[config.mk]
export PLATFORM = sky130hd
export DESIGN_NAME = uart_tx
export DESIGN_NICKNAME = d
export VERILOG_FILES = /design/src/rtl/uart_pkg.sv /design/src/rtl/uart_baud_cnt.sv /design/src/rtl/uart_tx.sv
export SDC_FILE = /design/constraint.sdc
export NUM_CORES = 1
export LEC_CHECK = 0
export ABC_AREA = 1
export CAP_MARGIN = 5
export CELL_PAD_IN_SITES_DETAIL_PLACEMENT = 0
export CELL_PAD_IN_SITES_GLOBAL_PLACEMENT = 1
export CORE_UTILIZATION = 30
export CTS_BUF_LIST = sky130_fd_sc_hd__clkbuf_16
export DETAILED_ROUTE_END_ITERATION = 16
export PLACE_DENSITY = 0.7
export SLEW_MARGIN = 40
export SYNTH_ARGS = -nofsm -noshare
export SYNTH_HDL_FRONTEND = slang
export SYNTH_SLANG_ARGS = --single-unit
[constraint.sdc]
create_clock -name tx_Clk -period 1.84 [get_ports tx_Clk]
set_input_delay 0.46 -clock tx_Clk [delete_from_list [all_inputs] [get_ports tx_Clk]]
set_output_delay 0.46 -clock tx_Clk [all_outputs]
set_load 0.005 [all_outputs]
[src/rtl/uart_pkg.sv]
// Shared UART definitions used by the transmitter and the receiver.
// The frame state encoding carries a PARITY_BIT state only when
// UART_TX_PARITY_EN is defined.
package uart_pkg;

`ifdef UART_TX_PARITY_EN
  typedef enum logic [2:0] {
    IDLE       = 3'd0,
    START_BIT  = 3'd1,
    DATA_BITS  = 3'd2,
    PARITY_BIT = 3'd3,
    STOP_BIT   = 3'd4
  } uart_state_e;
`else
  typedef enum logic [2:0] {
    IDLE      = 3'd0,
    START_BIT = 3'd1,
    DATA_BITS = 3'd2,
    STOP_BIT  = 3'd4
  } uart_state_e;
`endif

  // Line levels for the framing bits; the idle line sits at the stop level.
  localparam logic START_LEVEL = 1'b0;
  localparam logic STOP_LEVEL  = 1'b1;
  localparam logic IDLE_LEVEL  = STOP_LEVEL;

  // Even parity: the parity bit makes the total count of ones even.
  function automatic logic even_parity(input logic [7:0] i_data);
    return ^i_data;
  endfunction

endpackage

[src/rtl/uart_baud_cnt.sv]
// Oversample counter: counts 0..OVERSAMPLE-1 while running and flags the
// last cycle of each serial bit. A synchronous clear restarts the bit.
module uart_baud_cnt #(
  parameter int OVERSAMPLE = 16,
  parameter int CW         = $clog2(OVERSAMPLE)
) (
  input  logic i_clk,
  input  logic i_srst,
  input  logic i_clr,
  input  logic i_run,
  output logic o_bit_tick
);

  logic [CW-1:0] r_count;

  // The tick marks the final cycle of a bit; the counter wraps on it.
  assign o_bit_tick = i_run && (r_count == CW'(OVERSAMPLE - 1));

  // Count while a bit is being held, restart at each bit boundary.
  always_ff @(posedge i_clk) begin
    if (i_srst || i_clr) begin
      r_count <= '0;
    end else if (i_run) begin
      r_count <= o_bit_tick ? '0 : r_count + 1'b1;
    end
  end

endmodule

[src/rtl/uart_tx.sv]
// UART transmitter: 1 start bit, 8 data bits LSB first, optional even parity
// bit (UART_TX_PARITY_EN), then STOP_BITS stop bits. Each bit lasts
// OVERSAMPLE clocks. The serial line is driven from a register.
module uart_tx
  import uart_pkg::*;
#(
  parameter int OVERSAMPLE = 16,
  parameter int STOP_BITS  = 1
) (
  input  logic       tx_Clk,
  input  logic       tx_Rst,
  input  logic       enable,
  input  logic [7:0] i_TX_byte,
  input  logic       i_TX_valid,
  output logic       o_TX_ready,
  output logic       o_TX_serial,
  output logic       o_TX_active,
  output logic       o_TX_done
);

  uart_state_e r_state;
  uart_state_e w_state_next;
  logic [7:0]  r_data;
  logic [7:0]  w_data_next;
  logic [2:0]  r_bit_idx;
  logic [2:0]  w_bit_idx_next;
  logic        r_stop_idx;
  logic        w_stop_idx_next;
  logic        r_serial;
  logic        w_serial_next;
  logic        r_done;
  logic        w_done_next;
  logic        w_bit_tick;
  logic        w_baud_clr;
  logic        w_baud_run;

  // The bit timer runs only inside a frame and is held at zero otherwise.
  assign w_baud_run = (r_state != IDLE);
  assign w_baud_clr = !enable || (r_state == IDLE);

  uart_baud_cnt #(
    .OVERSAMPLE (OVERSAMPLE)
  ) u_baud_cnt (
    .i_clk      (tx_Clk),
    .i_srst     (tx_Rst),
    .i_clr      (w_baud_clr),
    .i_run      (w_baud_run),
    .o_bit_tick (w_bit_tick)
  );

  assign o_TX_ready  = enable && (r_state == IDLE);
  assign o_TX_active = (r_state != IDLE);
  assign o_TX_serial = r_serial;
  assign o_TX_done   = r_done;

  // Frame sequencing; the next line level is derived from the next state so
  // the registered serial output changes on the same edge as the state.
  always_comb begin
    w_state_next    = r_state;
    w_data_next     = r_data;
    w_bit_idx_next  = r_bit_idx;
    w_stop_idx_next = r_stop_idx;
    w_done_next     = 1'b0;
    w_serial_next   = IDLE_LEVEL;

    if (!enable) begin
      w_state_next    = IDLE;
      w_bit_idx_next  = '0;
      w_stop_idx_next = 1'b0;
    end else begin
      case (r_state)
        IDLE: begin
          if (i_TX_valid) begin
            w_state_next    = START_BIT;
            w_data_next     = i_TX_byte;
            w_bit_idx_next  = '0;
            w_stop_idx_next = 1'b0;
          end
        end
        START_BIT: begin
          if (w_bit_tick) w_state_next = DATA_BITS;
        end
        DATA_BITS: begin
          if (w_bit_tick) begin
            // Wraps 7 -> 0, leaving the index ready for the next frame.
            w_bit_idx_next = r_bit_idx + 3'd1;
            if (r_bit_idx == 3'd7) begin
`ifdef UART_TX_PARITY_EN
              w_state_next = PARITY_BIT;
`else
              w_state_next = STOP_BIT;
`endif
            end
          end
        end
`ifdef UART_TX_PARITY_EN
        PARITY_BIT: begin
          if (w_bit_tick) w_state_next = STOP_BIT;
        end
`endif
        STOP_BIT: begin
          if (w_bit_tick) begin
            if (r_stop_idx == 1'(STOP_BITS - 1)) begin
              w_state_next    = IDLE;
              w_stop_idx_next = 1'b0;
              w_done_next     = 1'b1;
            end else begin
              w_stop_idx_next = r_stop_idx + 1'b1;
            end
          end
        end
        default: w_state_next = IDLE;
      endcase
    end

    case (w_state_next)
      START_BIT:  w_serial_next = START_LEVEL;
      DATA_BITS:  w_serial_next = w_data_next[w_bit_idx_next];
`ifdef UART_TX_PARITY_EN
      PARITY_BIT: w_serial_next = even_parity(w_data_next);
`endif
      STOP_BIT:   w_serial_next = STOP_LEVEL;
      default:    w_serial_next = IDLE_LEVEL;
    endcase
  end

  // State and datapath registers; reset wins over enable and any frame.
  always_ff @(posedge tx_Clk) begin
    if (tx_Rst) begin
      r_state    <= IDLE;
      r_data     <= '0;
      r_bit_idx  <= '0;
      r_stop_idx <= 1'b0;
      r_serial   <= IDLE_LEVEL;
      r_done     <= 1'b0;
    end else begin
      r_state    <= w_state_next;
      r_data     <= w_data_next;
      r_bit_idx  <= w_bit_idx_next;
      r_stop_idx <= w_stop_idx_next;
      r_serial   <= w_serial_next;
      r_done     <= w_done_next;
    end
  end

endmodule

### After elaboration in Yosys (flattened, before gate mapping)

Cells that the tools add are included.

| cells by class | value |
|---|---|
| reductions and logical operators | 11 |
| muxes and demuxes | 24 |
| bitwise logic cells | 3 |
| magnitude comparators | 1 |
| equality and inequality tests | 9 |
| add/subtract/negate cells | 3 |

Operators with widths:

| kind | count |
|---|---|
| 3-bit 2-to-1 mux | 10 |
| 8-bit 2-to-1 mux | 3 |
| 3-bit one-hot mux with 4 select lines | 1 |
| 3-bit by 1-bit equality test with 1-bit output, second input constant | 2 |
| 3-bit by 2-bit equality test with 1-bit output, second input constant | 2 |
| 3-bit equality test, second input constant | 2 |
| 3-bit one-hot mux with 2 select lines | 1 |
| 1-bit 2-to-1 mux | 5 |
| 4-bit by 1-bit adder with 4-bit output, second input constant | 1 |
| 4-bit equality test, second input constant | 1 |
| 3-bit by 4-bit < comparator with 1-bit output, second input constant | 1 |
| 4-bit 2-to-1 mux | 1 |
| 1-bit one-hot mux with 2 select lines | 2 |
| 4-bit OR reduction | 1 |
| 3-bit by 1-bit adder with 3-bit output, second input constant | 1 |
| 1-bit binary-select mux with 3-bit select | 1 |
| 3-bit zero test | 1 |
| 1-bit inverter | 3 |
| 3-bit AND reduction | 1 |
| 3-bit nonzero test | 1 |
| 1-bit logical AND | 2 |
| 1-bit logical OR | 2 |
| 2-bit by 1-bit != test with 1-bit output, second input constant | 1 |
| 2-bit != test, second input constant | 1 |
| 4 further kinds | 4 |

| word-level totals | value |
|---|---|
| bits in registers | 21 |
| output and inout port bits | 4 |

### Depth between registers and ports, before layout

Gate-level depths: netlist of run 1.

| depth | value |
|---|---|
| depth after elaboration | 8 |
| gate-level depth with buffers | 11 |

### Cells and area by module

From an unflattened synthesis of run 1, not the netlist that was laid out.

| unflattened totals | value |
|---|---|
| cell total of the unflattened synthesis | 154 |
| area total of the unflattened synthesis | 1,071.0 µm² |

Modules (own cells, without submodules):

| module | instances | area each (µm²) | cells each |
|---|---|---|---|
| uart_tx | 1 | 873.3 | 125 |
| uart_baud_cnt | 1 | 197.7 | 29 |

### Least setup slack after synthesis of run 1

Ideal clock, no wire load.

| path | value |
|---|---|
| path type | reg-to-reg |
| start | reg r_bit_idx[0] |
| end | reg r_serial, in the netlist o_TX_serial |
| stages on the path, launching flop included | 10 |
| path slack | 360 ps |
| arrival | 1,422 ps |
| library setup time | 58 ps |
| cells stage by stage | dfxtp_1 > ha_1 > ha_1 > o21ai_0 > nand2_1 > nand3_1 > nand3_1 > nand3_1 > nand3_1 > nand2_1 |

| between the ends | value |
|---|---|
| longest elaborated chain between the ends | 7 |

RTL lines:

| what | line | text |
|---|---|---|
| start, declared | uart_tx.sv:25 | `logic [2:0] r_bit_idx;` |
| start signal, assigned | uart_tx.sv:139 | `r_bit_idx <= w_bit_idx_next;` |
| 3-bit by 1-bit adder with 3-bit output / 3-bit equality test (equally long branches) | uart_tx.sv:86, uart_tx.sv:87 |  |
| 3-bit 2-to-1 mux, on equally long branches | uart_tx.sv:84, uart_tx.sv:87 |  |
| 3-bit one-hot mux with 2 select lines / 3-bit 2-to-1 mux (equally long branches) | uart_tx.sv:71, uart_tx.sv:84 |  |
| 3-bit 2-to-1 mux / 3-bit one-hot mux with 4 select lines (equally long branches) | uart_tx.sv:66, uart_tx.sv:71 |  |
| 1-bit binary-select mux with 3-bit select / 3-bit 2-to-1 mux (equally long branches) | uart_tx.sv:118, uart_tx.sv:66 |  |
| 1-bit 2-to-1 mux (implied by the code), or another cell as far along | uart_tx.sv:118 | `DATA_BITS: w_serial_next = w_data_next[w_bit_idx_next];` |
| 1-bit one-hot mux with 2 select lines (*) | uart_tx.sv:116 | `case (w_state_next)` |
| end signal, assigned | uart_tx.sv:141 | `r_serial <= w_serial_next;` |
| end, declared | uart_tx.sv:29 | `logic r_serial;` |

Every way passes the cells marked *; elsewhere a longest branch is shown, timed or not. The select of a mux whose other input is x is not followed.
A chain may end at the register's enable or synchronous reset.

### Final worst setup path of run 1

| path | value |
|---|---|
| start | reg r_state[2] |
| end | out o_TX_active |

| between the ends | value |
|---|---|
| longest elaborated chain between the ends | 1 |

RTL lines:

| what | line | text |
|---|---|---|
| start, declared | uart_tx.sv:21 | `uart_state_e r_state;` |
| start signal, assigned | uart_tx.sv:137 | `r_state <= w_state_next;` |
| 3-bit nonzero test | uart_tx.sv:52 | `assign o_TX_active = (r_state != IDLE);` |
| end, declared | uart_tx.sv:17 | `output logic o_TX_active,` |

Every way passes these cells.

==> impl_metrics.yaml, run 1 <==
setup_path:
  crit_chain: "inv_1, nand2_2, clkdlybuf4s50_1"
  endpoint_kind: "output pin"
  worstPathArrival_ns: 1.32
  crit_family: "buffers and inverters"
  reg2reg_to: "o_TX_serial"
  cp-start-kind: "flip-flop"
  crit_fanout: 5
  max_stage_delay_ns: 0.50
  r2r_cells: 10
  slowest_stage: "clkdlybuf4s50_1"
  criticalPathCategory: "reg -> out"
  rr_startpoint: "u_baud_cnt.r_count[0]"
  cp_num_buf_inv: 2
  rrSetupSlack_ns: 0.14
  crit_required_ns: 1.38
route:
  drtPass1Iterations: 4
  wire_per_inst_um: 11.1
  drt.antenna.violating_nets: 0
  via_count: 1063
  drt-vias-per-instance: 4.62
  drc: 0
  finalWirelength_mm: 2.56
  drt-initial-drc-count: 18
timing:
  skew_ns: 0.00206
  period_share_pct: 96.7
  period_minus_slack_ns: 1.78
  setup_viol: 0
  clock.fmax_ghz: 0.562
  worstMarginPinSlew_ns: 0.207
  slew_headroom_pct: 86.1
  maxSlewViolCount: 0
  finalHoldWorstSlack_ns: 0.468
  setup_tns_ns: 0
  hold_viol: 0
clocking:
  clk_latency_ns: 0.25
  cts_hold_buf: 0
  path_clk_slew_ns: 0.05
  cts_root_buf: "clkbuf_16"
  htree_levels: 1
  cts_buffers: 3
  cts_tree: "built"
  clockBufferDepth: 2
  numClockSinks: 20
global_route:
  antenna_found_initial: 0
  grt.met2_usage_pct: 25.8
  grt_busiest_layer: "met2"
  grt_overflow_total: 0
  grt_usage_pct: 14.3
  met1_usage_pct: 16.5
  gr-usage-met3_pct: 3.73
  grt_max_degree: 15
  grt_pass1_wl_mm: 3.99
  grt_pass1_vias: 940
run:
  max-cap-violations: 0
placement:
  dp.cells: 225
  numPortBuffers: 15
  hpwl_mm: 1.96
  routabilityCongestion: 0.744
synth:
  synth_area_leaders: "dfxtp_1 (37%), nand2_1 (10%), nand3_1 (9.3%)"
  ys_ff_latch: 20
  synthCells: 150
  netlist_area_um2: 1080
  yosys.area.top_type: "dfxtp_1"
  synth_nets: 165
  yosysSeqAreaShare_pct: 37.1
  synth.top_cell.area_share_pct: 37.1
  avgSynthCellArea_um2: 7.20
  ys_types: 26
  yosysWarnings: 0
pwr:
  ir_drop_uv: 563
  power.density_nw_per_um2: 685
  p_leak_nw: 0.737
final_layout:
  fin_cells: 230
  final_util_pct: 45.4
  syn2layout_area_growth_pct: 42.6
  final_common_cell: "nand2_1"
  nets: 201
  drive_above_1_share_pct: 22.8
  mostFrequentLayoutCells: "nand2_1 (29), inv_1 (22), nor2_1 (22)"
  num_antenna_cells: 0
floorplanning:
  start_util_pct: 31.9
  die_area_um2: 3840
  design.portCount: 16
  rows: 21
  die_w_um: 62.0
  die_h_um: 62.0
  core_area_um2: 3390
worst_hold_path:
  hold_class: "reg -> reg"
  min_to: "u_baud_cnt.r_count[0]"
  whs_path_depth: 1
  hold_start: "u_baud_cnt.r_count[0]"
status:
  status: "finished clean"
==> final cells by class <==
type,count,area (µm²)
fill,367,1850
multi-input combinational,104,588
sequential,20,403
timing repair buffer,34,330
inverter,23,86.3
clock buffer,3,75.1
tap,46,57.6
==> report_power, final <==
part           internal, mW  switching, mW  total, mW
sequential            0.448        0.00499      0.453
clock                 0.286          0.147      0.433
combinational        0.0933         0.0759      0.169
==> state kept, by name, summed over array words and instances, names as in the netlist <==
name	cells
o_TX_done	1
r_data	8
u_baud_cnt.r_count	4
r_bit_idx	3
o_TX_serial	1
r_state	3
==> per-stage QoR <==
stage	power, mW	cell area, µm²	setup slack [ns]
final	1.06	1540	0.0616
after floorplan	0.535	1080	0.360
after detailed placement	0.619	1410	-0.208
after CTS	1.06	1480	0.0109
after global placement	0.616	1410	-0.201
after global routing	1.11	1540	-0.0337
==> routing by layer <==
layer  part of all wire (%)  up-vias
met5                      0        -
met4                   0.31        0
met2                     54       12
li1                       -      551
met1                     43      498
met3                    2.2        2
==> how the worst max path moves through the flow <==
| stage | cells past startpoint | endpoint | start | slack, ns |
|---|---|---|---|---|
| floorplan | 9 | o_TX_serial | r_bit_idx[0] | 0.36 |
| global placement | 4 | o_TX_ready | enable | -0.20 |
| detailed placement | 4 | o_TX_ready | enable | -0.21 |
| CTS | 3 | o_TX_active | r_state[1] | 0.01 |
| global route | 10 | o_TX_serial | u_baud_cnt.r_count[0] | -0.03 |
| finish | 3 | o_TX_active | r_state[2] | 0.06 |
==> Yosys cell counts <==
master and instances:
nand2_1 29, nor2_1 23, inv_1 22, dfxtp_1 20
nand3_1 20, o21ai_2 5, nand2_2 4, o21ai_0 4
ha_1 3, a21oi_1 2, and3_1 2, nor3_1 2
a21oi_2 1, a22oi_1 1, a31oi_1 1, buf_4 1
buf_6 1, clkbuf_1 1, inv_2 1, nand3_2 1
nand3_4 1, nand4_4 1, nor2_2 1, nor2_4 1
o21bai_4 1, xnor2_1 1
==> cells by family after synthesis <==
group	synth area share [%]
adder cells (fa/ha/maj)	3.48
AND/OR/NAND/NOR	37.9
flip-flops	37.1
XOR/XNOR	0.811
buffers and inverters	10.1
AO/OA/AOI/OAI	10.7
==> timing repair <==
item / in CTS / in global routing
endpoints found under the setup margin: 2 / 3
gates resized for setup: 2 / 10
buffers inserted: 0 / 1
pin swaps: 0 / 3
gates cloned: 0 / 1
(Power assumes the default switching activity.)
==> inputs of run 2 (changes only) <==
--- a/config.mk
+++ b/config.mk
@@ -9,8 +9,9 @@
 export CAP_MARGIN = 5
 export CELL_PAD_IN_SITES_DETAIL_PLACEMENT = 0
 export CELL_PAD_IN_SITES_GLOBAL_PLACEMENT = 1
+export CORE_ASPECT_RATIO = 1.25
 export CORE_UTILIZATION = 30
-export CTS_BUF_LIST = sky130_fd_sc_hd__clkbuf_16
+export CTS_BUF_LIST = sky130_fd_sc_hd__clkbuf_4 sky130_fd_sc_hd__clkbuf_8
 export DETAILED_ROUTE_END_ITERATION = 16
 export PLACE_DENSITY = 0.7
 export SLEW_MARGIN = 40
==> run 2 against run 1 <==
Effect of this change:
- combinational power is 3% lower
- sequential power hardly changed
- critical endpoint unchanged
- design area is 2.2% lower
- clock skew is 0.0086 ns higher
- clock-buffer cell count is 1 higher
- non-clock buffer count is 5 higher
- critical path type unchanged
- largest power group unchanged
- worst setup slack worse by 0.0083 ns
- critical path depth stayed put
- flip-flop and latch count stayed put
- die area hardly changed
- total power is 9.2% lower
- global-route usage is 0.43 points higher
==> impl_metrics.yaml, run 2 (synthesis gave the netlist of run 1 again) <==
status:
  status: "finished clean"
global_route:
  grt_overflow_total: 0
  antenna_found_initial: 0
  grt_pass1_wl_mm: 4.56
  grt_pass1_vias: 1069
  grt_max_degree: 15
  grt_usage_pct: 14.7
floorplanning:
  die_w_um: 55.7
  core_area_um2: 3450
  rows: 24
  die_area_um2: 3840
  start_util_pct: 31.3
  die_h_um: 69.1
  design.portCount: 16
timing:
  setup_tns_ns: 0
  slew_headroom_pct: 82.6
  skew_ns: 0.0106
  maxSlewViolCount: 0
  worstMarginPinSlew_ns: 0.259
  period_minus_slack_ns: 1.79
  rsz0062_at_grt: "no"
  hold_viol: 0
  setup_viol: 0
  clock.fmax_ghz: 0.560
  period_share_pct: 97.1
setup_path:
  cp-start-kind: "flip-flop"
  crit_fanout: 4
  crit_family: "buffers and inverters"
  cp_num_buf_inv: 1
  max_stage_delay_ns: 0.44
  worstPathArrival_ns: 1.33
  criticalPathCategory: "reg -> out"
  crit_chain: "nor2_4, nand2_2, clkdlybuf4s50_1"
  endpoint_kind: "output pin"
  slowest_stage: "clkdlybuf4s50_1"
  crit_required_ns: 1.38
route:
  drc: 0
  finalWirelength_mm: 2.62
  drtPass1Iterations: 4
  drt-initial-drc-count: 32
  drt-vias-per-instance: 4.64
  wire_per_inst_um: 11.4
  drt.antenna.violating_nets: 0
  via_count: 1063
run:
  max-cap-violations: 0
final_layout:
  drive_above_1_share_pct: 27.4
  nets: 206
  mostFrequentLayoutCells: "nand2_1 (29), buf_4 (24), nor2_1 (22)"
  syn2layout_area_growth_pct: 39.5
  largestRegisters: "r_data (8), u_baud_cnt.r_count (4)"
  final_common_cell: "nand2_1"
  fillerInstances: 377
  num_antenna_cells: 0
  regMostFlops: "r_data"
  largest_reg_flops: 8
pwr:
  p_leak_nw: 0.717
  power.density_nw_per_um2: 636
  ir_drop_uv: 346
  power.total_mw: 0.958
clocking:
  cts_hold_buf: 0
  cts_tree: "built"
  cts_root_buf: "clkbuf_8"
  path_clk_slew_ns: 0.09
  clockBufferDepth: 2
  clk_latency_ns: 0.26
  cts_buffers: 3
  htree_levels: 1
  numClockSinks: 20
worst_hold_path:
  hold_class: "reg -> reg"
placement:
  numPortBuffers: 15
  routabilityCongestion: 0.769
  hpwl_mm: 2.14
run 2: worst register-to-register path: stages, from the launching register on:
cell and delay (ns):
dfxtp_1 0.37, ha_1 0.25, nand3_4 0.15, inv_2 0.13
nand2_2 0.08, nand2_2 0.07, nand3_1 0.13, nand3_1 0.11
nand3_1 0.07, nand3_1 0.08, nand2_1 0.05
run 2: stage by stage:
| stage | setup WS [ns] | std cells | util (%) | area, µm² | hold slack [ns] |
|---|---|---|---|---|---|
| 6_report | 0.0533 | 229 | 43.6 | 1510 | 0.471 |
| 5_1_grt | 0.00856 | 229 | 43.6 | 1510 | 0.515 |
| 4_1_cts | -0.00766 | 230 | 43.8 | 1510 | 0.482 |
| 3_5_place_dp | -0.298 | 224 | 41.4 | 1430 | 0.465 |
| 3_3_place_gp | -0.284 | 224 | 41.4 | 1430 | 0.427 |
| 2_1_floorplan | 0.360 | 150 | - | 1080 | 0.412 |
run 2: worst paths after layout:
| kind | from | endpoint | slack, ns | depth (start not counted) |
|---|---|---|---|---|
| hold reg to reg | u_baud_cnt.r_count[0] | u_baud_cnt.r_count[0] | 0.47 | 1 |
| hold / removal | u_baud_cnt.r_count[0] | u_baud_cnt.r_count[0] | 0.47 | 1 |
| setup reg to reg | u_baud_cnt.r_count[0] | o_TX_serial | 0.23 | 10 |
| setup / recovery | r_state[0] | o_TX_active | 0.05 | 3 |
run 2: cell type report:
class / instances / area, µm² / area share, %
multi-input cells: 104 / 578 / 38.4
flip-flops and latches: 20 / 409 / 27.2
repair buffers: 39 / 329 / 21.8
inverters: 23 / 86.3 / 5.73
clock buffers: 4 / 55.1 / 3.65
well taps: 39 / 48.8 / 3.24
run 2: what timing repair did:
item	in CTS	in global routing
setup buffers	2	0
pin swaps	1	0
gates resized for setup	10	3
setup endpoints to repair	3	2
cloned	0	0
run 2: per-layer routing:
layer / vias up / share of wire, % / track usage [%] / routed length (µm)
met2: 14 / 57 / 29.5 / 1510
met1: 492 / 39 / 14.8 / 1020
met4: 0 / 1.5 / 5.00 / 40
met3: 4 / 2.2 / 2.44 / 58
li1: 553 / - / - / -
met5: - / 0 / 0 / 0
run 2: power breakdown:
part           internal [mW]  switching, mW
logic                 0.0906         0.0737
registers              0.445        0.00480
clock network          0.190          0.153
